--- src/rtl/lcd1602_ctrl.sv ---
// HD44780/LCD1602 8-bit write sequencer: power-up wait, fixed init ROM, then timed upstream writes.
// Optional column tracking with auto line-wrap commands when LCD1602_CURSOR_TRACK_EN is defined.
module lcd1602_ctrl #(
    parameter int unsigned PWRUP_CYC = 750000,
    parameter int unsigned SETUP_CYC = 4,
    parameter int unsigned PULSE_CYC = 25,
    parameter int unsigned HOLD_CYC  = 4,
    parameter int unsigned EXEC_CYC  = 2500,
    parameter int unsigned CLEAR_CYC = 100000,
    parameter int unsigned CNT_W     = 24
) (
    input  logic       clk,
    input  logic       rst,
    input  logic       in_valid,
    input  logic       in_rs,
    input  logic [7:0] in_data,
    output logic       in_ready,
    output logic       lcd_rs,
    output logic       lcd_rw,
    output logic       lcd_en,
    output logic [7:0] lcd_dat,
    output logic       init_done,
    output logic       busy
);

    typedef enum logic [2:0] {
        S_PWRUP, S_INIT, S_SETUP, S_PULSE, S_HOLD, S_EXEC, S_IDLE
    } state_t;

    state_t           state_q;
    logic [CNT_W-1:0] cnt_q;
    logic [2:0]       rom_idx_q;
    logic             en_q, rs_q, ready_q, done_q, busy_q;
    logic [7:0]       dat_q;

    logic             cnt_last;
    logic             clear_cmd;
    logic [CNT_W-1:0] exec_ld;

    // A zero-cycle parameter still spends one cycle in its state.
    function automatic logic [CNT_W-1:0] cyc_ld(input int unsigned c);
        return (c == 0) ? CNT_W'(1) : CNT_W'(c);
    endfunction

    function automatic logic [7:0] rom(input logic [2:0] i);
        case (i)
            3'd0:    return 8'h38;
            3'd1:    return 8'h0C;
            3'd2:    return 8'h06;
            default: return 8'h01;
        endcase
    endfunction

    always_comb begin
        cnt_last  = (cnt_q <= CNT_W'(1));
        clear_cmd = !rs_q && (dat_q == 8'h01 || dat_q == 8'h02 || dat_q == 8'h03);
        exec_ld   = clear_cmd ? cyc_ld(CLEAR_CYC) : cyc_ld(EXEC_CYC);
    end

`ifdef LCD1602_CURSOR_TRACK_EN
    logic [4:0] col_q, col_d;
    logic       ins_d;
    logic [7:0] ins_dat_d;
    logic [5:0] col_nxt;

    // Column effect of the byte just executed; line ends force a DDRAM address command.
    always_comb begin
        col_nxt   = {1'b0, col_q} + 6'd1;
        col_d     = col_q;
        ins_d     = 1'b0;
        ins_dat_d = 8'h00;
        if (rs_q) begin
            if (col_nxt == 6'd16) begin
                col_d     = 5'd16;
                ins_d     = 1'b1;
                ins_dat_d = 8'hC0;
            end else if (col_nxt == 6'd32) begin
                col_d     = 5'd0;
                ins_d     = 1'b1;
                ins_dat_d = 8'h80;
            end else begin
                col_d = col_nxt[4:0];
            end
        end else if (clear_cmd) begin
            col_d = 5'd0;
        end else if (dat_q[7]) begin
            col_d = {dat_q[6], dat_q[3:0]};
        end
    end
`endif

    always_ff @(posedge clk) begin
        if (rst) begin
            state_q   <= S_PWRUP;
            cnt_q     <= cyc_ld(PWRUP_CYC);
            rom_idx_q <= '0;
            en_q      <= 1'b0;
            rs_q      <= 1'b0;
            dat_q     <= '0;
            ready_q   <= 1'b0;
            done_q    <= 1'b0;
            busy_q    <= 1'b1;
`ifdef LCD1602_CURSOR_TRACK_EN
            col_q     <= '0;
`endif
        end else begin
            unique case (state_q)
                S_PWRUP: begin
                    if (cnt_last) state_q <= S_INIT;
                    else          cnt_q   <= cnt_q - CNT_W'(1);
                end
                S_INIT: begin
                    rs_q      <= 1'b0;
                    dat_q     <= rom(rom_idx_q);
                    rom_idx_q <= rom_idx_q + 3'd1;
                    cnt_q     <= cyc_ld(SETUP_CYC);
                    state_q   <= S_SETUP;
                end
                S_SETUP: begin
                    if (cnt_last) begin
                        en_q    <= 1'b1;
                        cnt_q   <= cyc_ld(PULSE_CYC);
                        state_q <= S_PULSE;
                    end else begin
                        cnt_q <= cnt_q - CNT_W'(1);
                    end
                end
                S_PULSE: begin
                    if (cnt_last) begin
                        en_q    <= 1'b0;
                        cnt_q   <= cyc_ld(HOLD_CYC);
                        state_q <= S_HOLD;
                    end else begin
                        cnt_q <= cnt_q - CNT_W'(1);
                    end
                end
                S_HOLD: begin
                    if (cnt_last) begin
                        cnt_q   <= exec_ld;
                        state_q <= S_EXEC;
                    end else begin
                        cnt_q <= cnt_q - CNT_W'(1);
                    end
                end
                S_EXEC: begin
                    if (cnt_last) begin
`ifdef LCD1602_CURSOR_TRACK_EN
                        col_q <= col_d;
`endif
                        if (rom_idx_q != 3'd4) begin
                            state_q <= S_INIT;
                        end
`ifdef LCD1602_CURSOR_TRACK_EN
                        else if (ins_d) begin
                            rs_q    <= 1'b0;
                            dat_q   <= ins_dat_d;
                            cnt_q   <= cyc_ld(SETUP_CYC);
                            state_q <= S_SETUP;
                        end
`endif
                        else begin
                            state_q <= S_IDLE;
                            ready_q <= 1'b1;
                            done_q  <= 1'b1;
                            busy_q  <= 1'b0;
                        end
                    end else begin
                        cnt_q <= cnt_q - CNT_W'(1);
                    end
                end
                S_IDLE: begin
                    if (in_valid) begin
                        rs_q    <= in_rs;
                        dat_q   <= in_data;
                        ready_q <= 1'b0;
                        busy_q  <= 1'b1;
                        cnt_q   <= cyc_ld(SETUP_CYC);
                        state_q <= S_SETUP;
                    end
                end
                default: state_q <= S_PWRUP;
            endcase
        end
    end

    assign in_ready  = ready_q;
    assign lcd_rs    = rs_q;
    assign lcd_rw    = 1'b0;
    assign lcd_en    = en_q;
    assign lcd_dat   = dat_q;
    assign init_done = done_q;
    assign busy      = busy_q;

endmodule
--- config.mk ---
export PLATFORM = sky130hd
export DESIGN_NAME = lcd1602_ctrl
export DESIGN_NICKNAME = d
export VERILOG_FILES = /design/src/rtl/lcd1602_ctrl.sv
export SDC_FILE = /design/constraint.sdc
export NUM_CORES = 1
export LEC_CHECK = 0
export ABC_AREA = 1
export CAP_MARGIN = 5
export CORE_MARGIN = 3
export CORE_UTILIZATION = 57
export DETAILED_ROUTE_END_ITERATION = 12
export MAX_ROUTING_LAYER = met4
export PLACE_DENSITY = 0.91
export REMOVE_ABC_BUFFERS = 1
export SLEW_MARGIN = 20
export SYNTH_ARGS = -nofsm -noshare
export SYNTH_HDL_FRONTEND = slang
export SYNTH_SLANG_ARGS = --single-unit
--- constraint.sdc ---
create_clock -name clk -period 1.9 [get_ports clk]
set_input_delay 0.38 -clock clk [delete_from_list [all_inputs] [get_ports clk]]
set_output_delay 0.38 -clock clk [all_outputs]
set_load 0.05 [all_outputs]
After elaboration in Yosys (flattened, before gate mapping):

Cells that the tools add are included.

* output and inout port bits: 14
* logic and storage cells: 81
* register bits: 43
* input port bits: 12

* $lt $le $gt $ge: 1
* bitwise operators: 1
* reductions and logical operators: 17
* add/sub/neg operators: 2
* multiplexer cells: 31
* equal/unequal tests: 20

Operators with widths (count)
* $pmux 24 s6: 1
* $mux 24: 5
* $le 24x1->1 const B: 1
* $sub 24x1->24 const B: 1
* $mux 3: 7
* $pmux 3 s7: 1
* $pmux 6 s3: 1
* $mux 17: 1
* $eq 8x2->1 const B: 2
* $ne 2x2->1 const B: 8
* $pmux 8 s2: 1
* $eq 3x2->1 const B: 3
* $eq 3x3->1 const B: 3
* $mux 1: 9
* $reduce_and 3->1: 3
* $eq 8x1->1 const B: 1
* $mux 8: 1
* $pmux 1 s2: 4
* $eq 3x1->1 const B: 2
* $logic_not 3->1: 2
* $reduce_and 6->1: 1
* $reduce_bool 2->1: 3
* $reduce_bool 6->1: 1
* $reduce_and 4->1: 1
* 8 further kinds: 9

Longest topological paths before layout:

Gate-level depths: netlist of the first run.

* word-level depth: 7
* mapped depth: 14
* mapped depth without buffers: 13

Worst setup path before layout of the first run:

No wires, ideal clock.

* path type: reg2reg
* from: register cnt_q[0]
* to: register cnt_q[13]
* stages on the path, launching flop included: 14
* required time: 1.787 ns
* path slack: 0.186 ns
* period minus slack after synthesis: 1.714 ns
* buffers on the path: 1
* setup time: 0.113 ns
* arrival time: 1.601 ns
* cell sequence: dfxtp_1 -> inv_1 -> ha_1 -> inv_1 -> nand2_1 -> nand2_1 -> nor2_1 -> nand3_2 -> buf_6 -> nand2_1 -> nand3_1 -> or2_4 -> nand3_1 -> nand2_1

* cells in the longest elaborated chain, start to end: 3
* elaborated cells between the ends (all ways): 9
* those cells by class: 1 x add/sub; 1 x order compare; 1 x eq/ne; 5 x mux; 1 x reduce/logical

Ends and longest elaborated chain
* from (decl): line 31 `logic [CNT_W-1:0] cnt_q;`
* from (signal assigned): line 95 `cnt_q <= cyc_ld(PWRUP_CYC);`
* from (signal assigned): line 110 `else cnt_q <= cnt_q - CNT_W'(1);`
* from (signal assigned): line 116 `cnt_q <= cyc_ld(SETUP_CYC);`
* $sub 24x1->24 or $le 24x1->1 (tied branches)
* $mux 24 (tied with other cells): line 109, 146
* $pmux 24 s6 or $reduce_and 3->1 (tied branches)

Several ways; a longest one is shown, not always the timed one. The select of a mux whose other input is x is not followed.
A chain may end at the register's enable or synchronous reset.

Final worst setup path of the first run:

* from: register cnt_q[1]
* to: register cnt_q[2]

The elaborated chain is that of the path after synthesis.

==> impl_results.md, run 1 <==
* ANT nets after route at 0
* Max-slew violation count at 0
* Setup crit start kind: register
* Hold Vio Cnt, Final at 0
* F_max at about 0.53 GHz
* EDFF count, synth at 0
* Crit Path Class: reg -> reg
* Total power at roughly 4 mW
* DRT iter0 DRCs at ~270
* Reg2reg start: cnt_q[1]
* Nets at approximately 470
* CP required at roughly 2.1 ns
* Clock Path Buffers at 2
* Syn Area/Cell at about 6.5 um^2
* Total track usage at 0.276
* WL final at about 7300 um
* Unique masters post-synth at 37
* GPL Wtd Cong at approximately 0.92
* DP Wirelength at between 5000 and 6000 um
* Residual DRC at 0
* Prevailing post-synth register cell: dfxtp_1
* Cells after synthesis at between 400 and 500
* Clock Skew at between 0.015 and 0.02 ns
* Ys async rst share at 0
* Initial Util at 0.597
* Die Ht at roughly 74 um
* Critical path endpoint: cnt_q[2]
* Hold_ws at between 0.4 and 0.5 ns
* Synth area leader: dfxtp_1
* Hold/Removal Path Class: reg -> reg
* Finished Cell Area at 3190 um^2
* Crit path largest cell delay at 0.34 ns
* CTS tree: done
* Arr. time, crit path at 2.09 ns
* Synthesized cell area at between 2000 and 3000 um^2
* Synth Warn # at 0
* Root Buffer: clkbuf_8
* Area grow syn2layout at 21.0%
* Total number of vias at roughly 2900
* Pre-Repair DR Iteration Count at 5
* CP max-delay cell: dfxtp_1
* Rows at 24
* Slew margin rel. at 0.614
* Final Critical Period at 1.90 ns
* Worst-path clk slew at approximately 0.1 ns
* Num CTS Buffers at 5
* Crit path cell chain: inv_1 > ha_1 > inv_1 > nand2_1 > nand2_1 > nor2_4 > nand3_4 > o21ai_4 > inv_2 > o21ai_0 > nor2_1
* Share of the synthesized area in the top cell type at 0.327
* Worst Path Buf+Inv at 3
* DIE AREA at 5470 um^2
* I/O pins at 26
* Unrepaired setup endpoints after global routing: yes
* Layout cells sized above 1 at 0.133
* Final period util at 0.997
* Max Cap Viol at 0
* Max VDD drop at 0.841 mV
* Final core occ at 0.722
* Global-route wire length before repair at between 10000 and 15000 um
* Port-buffer cells at 24
* GRT overflow at 0
* Sequential element share of the synthesized area at 0.327
* #FFs+latches synth at 43
* Crit path launch: cnt_q[1]
* Worst Tran Pin Value at 0.574 ns
* Top cells by area, synth: dfxtp_1 33%, nand2_1 16%, nor2_1 8.0%
* Setup violators final at 0
* Initial antenna violation count at 0
* Clock Latency Late Sink at roughly 0.32 ns
* Stages on worst setup path at 11
* H-Tree Level Count at 2
* Placed Area at 2970 um^2
* CTS Sinks at 43
* Top Family by Delay on Critical Path: simple AND/OR/NAND/NOR gates
* R2r worst-path depth at 11
* Largest net degree at the start of global routing at 24
* Run status: completed
* PD cells at ~1300 nW/um^2
* CP Capture Type: register
* Leakage power at about 1.5 nW
* Post-DR wirelength/cell at around 15 um
* Setup TNS at 0 ns
* Fill cells at 334
* Vias in the first global route at 2711
* Critical path fanouts, max at 12
* R2r setup slk at around 0.0048 ns
* Worst reg2reg endpoint: cnt_q[2]
* Core area at 4410 um^2
* N_diodes at 0
* Vias per inst at approximately 5.7
* Die Width at between 70 and 80 um
logic make-up after synthesis:
group,Yosys count,share of synthesized area
other,1,0.00142
adder cells (fa/ha/maj),6,0.0285
buffers and inverters,65,0.111
flip-flops,43,0.327
AO/OA/AOI/OAI,69,0.150
XOR/XNOR,14,0.0465
AND/OR/NAND/NOR,210,0.336
sequential cells by signal, indices dropped and copies added, names as in the netlist:
name       count
busy           1
cnt_q         24
in_ready       1
init_done      1
lcd_dat        8
lcd_en         1
lcd_rs         1
rom_idx_q      3
state_q        3
metrics by stage:
| stage | instances | setup slack (ns) |
|---|---|---|
| floorplan | 397 | -0.221 |
| global placement | 490 | 0.0267 |
| detailed placement | 490 | -0.0429 |
| CTS | 502 | 0.0122 |
| global route | 502 | -0.125 |
| finish | 502 | 0.00475 |
routing by layer:
metal  share of wire  wire, um  track usage
met4           0.035       253        0.111
met5               0         0            -
met3           0.060       438       0.0486
met2            0.50      3650        0.468
met1            0.41      2990        0.323
synth_stat cells (3+ instances only):
cell,count
clkbuf_1,3
nand4_1,4
ha_1,6
xor2_1,12
nor2_1,56
nand2_1,109
o21ai_0,19
nand3_1,26
inv_2,3
a21oi_1,30
nor3_1,3
buf_6,3
dfxtp_1,43
o211ai_1,7
inv_1,51
placed cells by master, fill, tap and decap left out, types with 4 or more instances in the layout:
cell             Yosys  layout
xor2_1              12      12
nor2_4               2       6
nor2_2               2       4
clkdlybuf4s50_1      0      16
o211ai_1             7       7
nand2_1            109     106
nor2_1              56      50
inv_2                3       4
dlymetal6s2s_1       0       5
dfxtp_1             43      40
buf_4                1      22
ha_1                 6       6
nand4_1              4       4
nand2_2              1       4
inv_1               51      50
o21ai_0             19      19
a21oi_1             30      30
clkbuf_8             2       5
nand3_1             26      25
where the power goes:
group,switching [mW],internal [mW]
Sequential,0.216,1.11
Clock,0.371,0.271
Combinational,1.39,0.752
Total,1.97,2.13
repair_timing:
action / 4_1_cts / 5_1_grt
cloned: 1 / 0
pin swaps: 1 / 0
hold buffers: 0 / 0
resized for setup: 2 / 27
endpoints found under the hold margin: 0 / 0
setup endpoints to repair: 13 / 28
setup buffers: 3 / 0
worst reg2reg max path: stages (launching register included):
cell and delay, ns:
dfxtp_1 0.34, inv_1 0.08, ha_1 0.18, inv_1 0.06, nand2_1 0.06, nand2_1 0.09, nor2_4 0.16, nand3_4 0.14
o21ai_4 0.21, inv_2 0.14, o21ai_0 0.24, nor2_1 0.09
final cells by class:
type / instances / area, um^2 / share of cell area
timing repair buffer: 44 / 403 / 0.126
clock buffer: 5 / 68.8 / 0.0216
tap: 52 / 65.1 / 0.0204
multi-input combinational: 301 / 1560 / 0.489
sequential: 43 / 865 / 0.271
inverter: 54 / 203 / 0.0636
clock inverter: 3 / 26.3 / 0.00824
worst min path at each step:
| stage | end | slack [ns] | cells after the start | startpoint |
|---|---|---|---|---|
| floorplan | cnt_q[1] | 0.45 | 2 | cnt_q[1] |
| global placement | in_ready | 0.44 | 2 | in_ready |
| detailed placement | in_ready | 0.44 | 2 | in_ready |
| CTS | in_ready | 0.46 | 2 | in_ready |
| global route | busy | 0.49 | 2 | busy |
| finish | in_ready | 0.46 | 2 | in_ready |
Note: power is estimated with default switching activity, not from simulation.
==> run 2, diff against run 1 <==
Settings changed: CORE_MARGIN 3 to 2, TNS_END_PERCENT set to 10.
Clock period 1.9 ns to 2.1 ns, I/O delays scaled along.
==> impl_results.md, run 2 (synthesized netlist as in run 1, its figures left out) <==
* DP Wirelength at between 4000 and 5000 um
* Hold Vio Cnt, Final at 0
* Worst min-delay path startpoint: in_ready
* PnR worst setup slack at 0.132 ns
* CP Capture Type: register
* Vias per inst at about 5.6
* Post-DR wirelength/cell at 13.7 um
* Num CTS Buffers at 5
* Most common cell after layout, fill and taps aside: nand2_1
* Max VDD drop at ~0.68 mV
* Clock Path Buffers at 2
* CP max-delay cell: dfxtp_1
* Area of the multi-input gates at about 1500 um^2
* CP required at 2.30 ns
* FF/Latch Area at roughly 860 um^2
* Fill cells at 353
* Crit path largest cell delay at about 0.35 ns
* PD cells at 1190 nW/um^2
* Root Buffer: clkbuf_8
* Max-slew violation count at 0
* Largest net degree at the start of global routing at 24
* Hold/Removal Path Class: reg -> reg
* Crit path top cell by count: nand2_1
* WL final at approximately 6700 um
* Largest Register: cnt_q
* F_max at roughly 0.51 GHz
* Leakage power at between 1 and 1.5 nW
* Arr. time, crit path at approximately 2.2 ns
* Met3 Wirelength at between 300 and 400 um
* Net Switching at 1.66 mW
* Setup TNS at 0 ns
* Setup crit start kind: register
* GRT overflow at 0
* Max FFs per register at 24
* DIE AREA at 5180 um^2
* Combinational power share at 0.488
* Most frequent cells in the layout: 108 x nand2_1, 53 x nor2_1, 50 x inv_1
* Crit path cell chain: nor2_1 > nand2_1 > nor2_2 > nand3_4 > o21ai_4 > clkinvlp_4 > nand2_1 > nand2_1 > nand3_1 > nand2_1
* Setup violators final at 0
* Final period util at 0.937
* CTS Sinks at 43
* Total number of vias at 2731
* Nets at 455
* GPL Wtd Cong at 0.931
* Total track usage at 0.279
* Residual DRC at 0
* Met1 wire length at roughly 2800 um
* Total power at 3.67 mW
* Initial Util at 0.597
* Worst Tran Pin Value at roughly 0.56 ns
* Die Ht at slightly above 70 um
* DRT iter0 DRCs at roughly 190
* Final Critical Period at 1.97 ns
* Crit Path Class: reg -> reg
* H-Tree Level Count at 2
* Clock Power Share at 0.185
* Reg2reg start: cnt_q[10]
* Clock Latency Late Sink at roughly 0.30 ns
* I/O pins at 26
* N_diodes at 0
* R2r setup slk at ~0.13 ns
* Internal power at 2.01 mW
* Core area at between 4000 and 5000 um^2
* R2r worst-path depth at 10
* Hold_ws at 0.450 ns
* Sw Ratio at 0.452
* Run status: completed
* Initial antenna violation count at 0
* Worst reg2reg endpoint: cnt_q[14]
* Rows at 24
* Setup slack at placement at -0.00675 ns
* Pre-Repair DR Iteration Count at 5
* Clock Skew at roughly 0.0067 ns
* Hold Path Depth at 2
* ANT nets after route at 0
* Wire length on met2 at approximately 3300 um
* Sequential Power Share at 0.327
* Port-buffer cells at 24
* Global-route wire length before repair at roughly 11000 um
* Area grow syn2layout at 17.0%
* Max Cap Viol at 0
* Slew margin rel. at 0.621
* Hold EP: in_ready
* Vias in the first global route at between 2000 and 3000
* DR top layer: met4
* CTS tree: done
* Die Width at approximately 72 um
* Worst-path clk slew at 0.09 ns
* Critical path fanouts, max at 8
* Layout cells sized above 1 at 0.0868
[run 2: cell types whose count changed in the layout (fill, tap and decap cells not counted), moves of 2 or more]
| cell | previous run | this run |
|---|---|---|
| buf_4 | 22 | 8 |
| clkdlybuf4s50_1 | 16 | 24 |
| dlymetal6s2s_1 | 5 | 0 |
| nor2_1 | 50 | 53 |
| clkinvlp_4 | 0 | 2 |
| dfxtp_1 | 40 | 42 |
| dfxtp_2 | 3 | 1 |
| inv_6 | 2 | 0 |
| nand2_1 | 106 | 108 |
| nand2_2 | 4 | 2 |
| nor2_4 | 6 | 4 |
| o21ai_1 | 0 | 2 |
[run 2: area by class of cell]
class | instances | share of cell area
timing repair inverter | 1 | 0.00244
clock buffer | 6 | 0.0268
timing repair buffer | 32 | 0.0974
inverter | 54 | 0.0670
tap | 52 | 0.0211
clock inverter | 2 | 0.0114
multi-input combinational | 300 | 0.494
sequential | 43 | 0.280
[run 2: how the worst max path moves through the flow]
stage	cells after the start	to	start	slack, ns
final	10	cnt_q[14]	cnt_q[10]	0.13
after global routing	13	cnt_q[20]	cnt_q[0]	-0.09
after CTS	13	cnt_q[13]	cnt_q[0]	0.09
after detailed placement	13	cnt_q[13]	cnt_q[0]	-0.007
after global placement	11	cnt_q[13]	in_valid	0.07
after floorplan	13	cnt_q[13]	cnt_q[0]	-0.02
[run 2: stage by stage]
stage / instance area, um^2 / util / instances
final: 3080 / 0.698 / 490
after global routing: 3080 / 0.698 / 490
after CTS: 3030 / 0.686 / 488
after detailed placement: 2900 / 0.658 / 480
after global placement: 2900 / 0.658 / 480
after floorplan: 2540 / - / 397
[run 2: what timing repair did]
action                                  in CTS  in global routing
endpoints found under the setup margin       4                 17
gates cloned                                 0                  1
gates resized for setup                      1                 13
pin swaps                                    0                  3
hold buffers                                 0                  0
setup buffers                                0                  1
[run 2: critical path: cells and delay by family (launching register included)]
family / cells / cell delay [ns]
and+or+nand+nor: 8 / 0.93
DFF: 1 / 0.35
AOI/OAI and AO/OA: 1 / 0.33
buffers and inverters: 1 / 0.24
[run 2: layer usage]
metal | vias up | global-route usage
met3 | 27 | 0.0500
met2 | 109 | 0.478
met5 | - | -
li1 | 1369 | -
met4 | 0 | 0.119
met1 | 1226 | 0.320
[run 2: power groups by stage]
stage / sequential, mW / clock, mW / combinational (mW)
finish: 1.20 / 0.679 / 1.79
CTS: 1.19 / 0.686 / 1.70
global placement: 1.19 / 0 / 1.62
detailed placement: 1.20 / 0 / 1.67
global route: 1.22 / 0.729 / 2.00
floorplan: 1.31 / 0 / 1.10
==> run 3, diff against run 2 <==
Settings changed: CORE_ASPECT_RATIO set to 1.2.
==> impl_results.md, run 3 (synthesized netlist as in run 1, its figures left out) <==
* Total number of vias at ~2700
* CTS Sinks at 43
* Crit path largest cell delay at 0.38 ns
* Fill cells at around 400
* Initial Util at 0.582
* Vias in the first global route at 2514
* Leakage power at 1.31 nW
* Arr. time, crit path at ~2.2 ns
* Die Ht at between 70 and 80 um
* Layout cells sized above 1 at 0.0622
* Final Critical Period at 1.97 ns
* Setup crit start kind: register
* Unrepaired setup endpoints after global routing: yes
* GR Layer Usage met1 at 0.292
* CP required at around 2.3 ns
* R2r worst-path depth at 13
* Stages on worst setup path at 13
* Max-slew violation count at 0
* I/O pins at 26
* GRT overflow at 0
* Root Buffer: clkbuf_8
* DRT iter0 DRCs at 185
* Crit path cell chain: inv_1 > ha_1 > inv_1 > nand2_1 > nand2_1 > nor2_1 > nand3_4 > o21ai_0 > nand3_1 > nand2_1 > nand2_1 > nand2_1 > nand2_1
* Max FFs per register at 24
* GPL Wtd Cong at around 0.93
* Max Cap Viol at 0
* Worst min-delay path startpoint: busy
* PD cells at between 1000 and 1500 nW/um^2
* Final period util at 0.939
* Most common cell after layout, fill and taps aside: nand2_1
* PnR worst setup slack at 0.129 ns
* Vias per inst at approximately 5.5
* Crit Path Class: reg -> reg
* Area grow syn2layout at 14.5%
* ANT nets after route at 0
* Setup violators final at 0
* Hold/Removal Path Class: reg -> reg
* Post-DR wirelength/cell at between 10 and 15 um
* Grt met2 use at 0.457
* Area of the multi-input gates at 1490 um^2
* Reg2reg start: cnt_q[0]
* Num CTS Buffers at 5
* DP Wirelength at between 4000 and 5000 um
* Postcts setup bufs at 0
* CP Capture Type: register
* Die Width at between 60 and 70 um
* Initial antenna violation count at 0
* Placed Area at a little under 3000 um^2
* Gr busiest metal: met2
* Clock Skew at about 0.008 ns
* Worst-path clk slew at about 0.08 ns
* Hold Vio Cnt, Final at 0
* Clock Path Buffers at 2
* Global-route wire length before repair at roughly 11000 um
* Worst reg2reg endpoint: cnt_q[4]
* CTS tree: done
* Pre-Repair DR Iteration Count at 4
* Total track usage at 0.270
* Largest Register: cnt_q
* Clock Latency Late Sink at approximately 0.3 ns
* F_max at slightly above 0.5 GHz
* R2r setup slk at roughly 0.13 ns
* WL final at ~6400 um
* CP max-delay cell: o21ai_0
* FF/Latch Area at ~860 um^2
* Top Family by Delay on Critical Path: simple AND/OR/NAND/NOR gates
* Nets at approximately 450
* Setup slack at placement at about 0.081 ns
* Rows at 27
* Port-buffer cells at 24
* Slew margin rel. at 0.660
* H-Tree Level Count at 2
* Worst Path Buf+Inv at 2
* Residual DRC at 0
* Hold Path Depth at 2
* Crit path top cell by count: nand2_1
* DIE AREA at a little over 5000 um^2
* Critical path fanouts, max at 11
* Hold EP: busy
* Max VDD drop at approximately 0.7 mV
* Core area at 4530 um^2
* GR Util met3 at 0.0358
* Run status: completed
* Most frequent cells in the layout: 108 x nand2_1, 56 x nor2_1, 50 x inv_1
* Finished Cell Area at 3020 um^2
* N_diodes at 0
* Worst Tran Pin Value at approximately 0.5 ns
* Largest net degree at the start of global routing at 22
-- run 3: tightest hold or removal path: stages, from the launching register on --
cell and delay [ns]:
dfxtp_1 0.35, nand2_1 0.06, nand3_1 0.05
-- run 3: area by class of cell --
type | instances | share of cell area
Clock buffer | 8 | 0.0332
Multi-Input combinational cell | 300 | 0.494
Tap cell | 58 | 0.0240
Inverter | 54 | 0.0672
Sequential cell | 43 | 0.285
Timing Repair Buffer | 29 | 0.0962
-- run 3: timing repair --
action,4_1_cts,5_1_grt
resized for setup,0,3
setup endpoints to repair,0,11
hold buffers,0,0
-- run 3: worst max path at each step --
| stage | start | endpoint | slack (ns) |
|---|---|---|---|
| floorplan | cnt_q[0] | cnt_q[13] | -0.02 |
| global placement | in_valid | cnt_q[13] | 0.13 |
| detailed placement | in_valid | cnt_q[20] | 0.08 |
| CTS | cnt_q[0] | cnt_q[14] | 0.08 |
| global route | cnt_q[0] | cnt_q[4] | -0.03 |
| finish | cnt_q[0] | cnt_q[4] | 0.13 |
-- run 3: report_power, final --
part | total [mW] | internal, mW | switching (mW)
Clock | 0.586 | 0.301 | 0.285
Sequential | 1.19 | 1.00 | 0.195
Combinational | 1.71 | 0.611 | 1.10
-- run 3: routing by layer --
metal | vias up | part of all wire
li1 | 1354 | -
met1 | 1229 | 0.40
met2 | 84 | 0.53
met3 | 15 | 0.050
met4 | 0 | 0.027
met5 | - | 0
-- run 3: per-stage QoR --
step                power, mW   util  cells  setup TNS (ns)  hold slack [ns]
floorplan                2.41      -    397         -0.0515            0.448
global placement         2.83  0.642    484               0            0.447
detailed placement       2.89  0.642    484               0            0.466
CTS                      3.48  0.664    492               0            0.482
global route             3.76  0.667    492         -0.0506            0.501
finish                   3.49  0.667    492               0            0.482
==> patch, RTL diff (settings of run 3) <==
The parameter `CNT_W` goes from 24 to 28.
--- a/src/rtl/lcd1602_ctrl.sv
+++ b/src/rtl/lcd1602_ctrl.sv
@@ -9,3 +9,3 @@
     parameter int unsigned CLEAR_CYC = 100000,
-    parameter int unsigned CNT_W     = 24
+    parameter int unsigned CNT_W     = 28
 ) (
Function: same outputs for any inputs over 10 cycles, from zero or initial values and one cycle with rst high; that may be too few to reach the edited logic, so the function may still have changed.
==> patch against run 3 <==
- critical path depth is 1 lower
- synthesized cell count increased by 8.8%
- non-clock buffer count grew 7
- combinational power shrank 14%
- routed wire length up 16%
- fmax is 3.5% lower
- worst setup slack got worse by 0.071 ns
- synthesized area rose by 11%
- total power fell by 7.0%
- global-route usage grew 0.77 points
- design area grew 12%
- sequential cell count increased by 4
- count of clock-buffer cells in the layout decreased by 2
- critical endpoint is now cnt_q[18]$_SDFFE_PP0P_
- highest routed layer unchanged
==> patch: results (changes against run 3) <==
[status]
status=finished, final reports clean  ; unchanged

[drt]
dr_wl_met2_um=3845  ; was 3376 µm
routed-wl-met3_um=476  ; was 321 µm
dr.pass1.iters=5  ; was 4
met1_length_um=2932  ; was 2557 µm
drt_iter0_markers=284  ; was 185
vias=3081  ; was 2682
via_per_inst=5.748  ; was 5.451
wirelength_um=7466  ; was 6426 µm

[final_layout]
largest_reg_flops=28  ; was 24
top_register=cnt_q  ; unchanged
fill_cells=392  ; was 408
final_nets=494  ; was 451
drive_above_1_share_pct=13.66  ; was 6.221%

[placed_design]
placedCellCount=529  ; was 484
pre_cts_ws_ns=0.007930  ; was 0.08078 ns
dpl.hpwl_um=5657  ; was 4819 µm
postPlaceCellArea_um2=3253  ; was 2908 µm²
routabilityCongestion=1.009  ; was 0.9326

[grt]
first_global_vias=2953  ; was 2514
grtUsageMet3_pct=4.490  ; was 3.582%
grt_pass1_wl_um=12590  ; was 10590 µm
met1_usage_pct=29.55  ; was 29.21%
grt_use_met2_pct=52.12  ; was 45.66%
grt_util_all_layers_pct=27.79  ; was 27.02%

[power_and_ir_drop]
cellLeakagePower_nw=1.415  ; was 1.306 nW
seq_power_w=0.00123  ; was 0.00119 W
swShare_pct=43.35  ; was 45.32%
intPower_w=0.001842  ; was 0.001911 W
peakVddDrop_uv=576.8  ; was 715.6 µV
combPwrFrac_pct=45.1  ; was 49.1%

[yosys]
seq_area_frac_synth_pct=32.03  ; was 32.67%
synthCells=444  ; was 408
synth_common_cells=nand2_1, nor2_1, dfxtp_1, inv_1, a21oi_1  ; was nand2_1, nor2_1, inv_1, dfxtp_1, a21oi_1
synthTopCellsByArea=dfxtp_1, nand2_1, nor2_1  ; unchanged
synth_cell_types=40  ; was 37

[sta]
worst_clock_skew_ns=0.01112  ; was 0.007978 ns
hold_violations=0  ; unchanged
max_slew_margin_pct=66.16  ; was 65.97%

[worst_setup_path]
cp_slowest_stage_delay_ns=0.35  ; was 0.38 ns
cpMaxStageDelayCell=dfxtp_1  ; was o21ai_0
path_max_fanout=8  ; was 11

[cts]
post_cts_resized=1  ; was 0

[patch: cell count changes after synthesis, moves of 4 or more]
cell and delta:
a21oi_1 +5, o211ai_1 -6, nor3_1 +8, nor2_1 +4, nand2_2 +7, nor2_2 +7, inv_1 -14, inv_2 +4
dfxtp_1 +4
[patch: worst paths after layout]
kind	start	to	slack (ns)	depth (start not counted)
worst max-delay path	cnt_q[18]$_SDFFE_PP0P_	cnt_q[18]$_SDFFE_PP0P_	0.06	12
worst min-delay path	in_ready$_SDFFE_PP0P_	in_ready$_SDFFE_PP0P_	0.46	2
worst max register to register	cnt_q[18]$_SDFFE_PP0P_	cnt_q[18]$_SDFFE_PP0P_	0.06	12
worst min register to register	in_ready$_SDFFE_PP0P_	in_ready$_SDFFE_PP0P_	0.46	2
[patch: cells by family (layout without fill, tap and decap cells)]
family | after synthesis | count (layout) | share of synthesized area, %
AND/OR/NAND/NOR | 246 | 246 | 37.78
other | 1 | 1 | 0.1276
XOR/XNOR | 14 | 14 | 4.174
buffers and inverters | 55 | 87 | 8.688
flip-flops | 47 | 47 | 32.03
adder cells (fa/ha/maj) | 6 | 6 | 2.555
AO/OA/AOI/OAI | 75 | 75 | 14.65
[patch: area by class of cell]
| cell class | count | area [µm²] | area share [%] |
|---|---|---|---|
| Clock inverter | 1 | 5.005 | 0.1483 |
| Clock buffer | 6 | 82.58 | 2.447 |
| Inverter | 44 | 165.2 | 4.894 |
| Tap cell | 60 | 75.07 | 2.225 |
| Sequential cell | 47 | 942.2 | 27.92 |
| Timing Repair Buffer | 36 | 330.3 | 9.789 |
| Multi-Input combinational cell | 342 | 1774 | 52.58 |
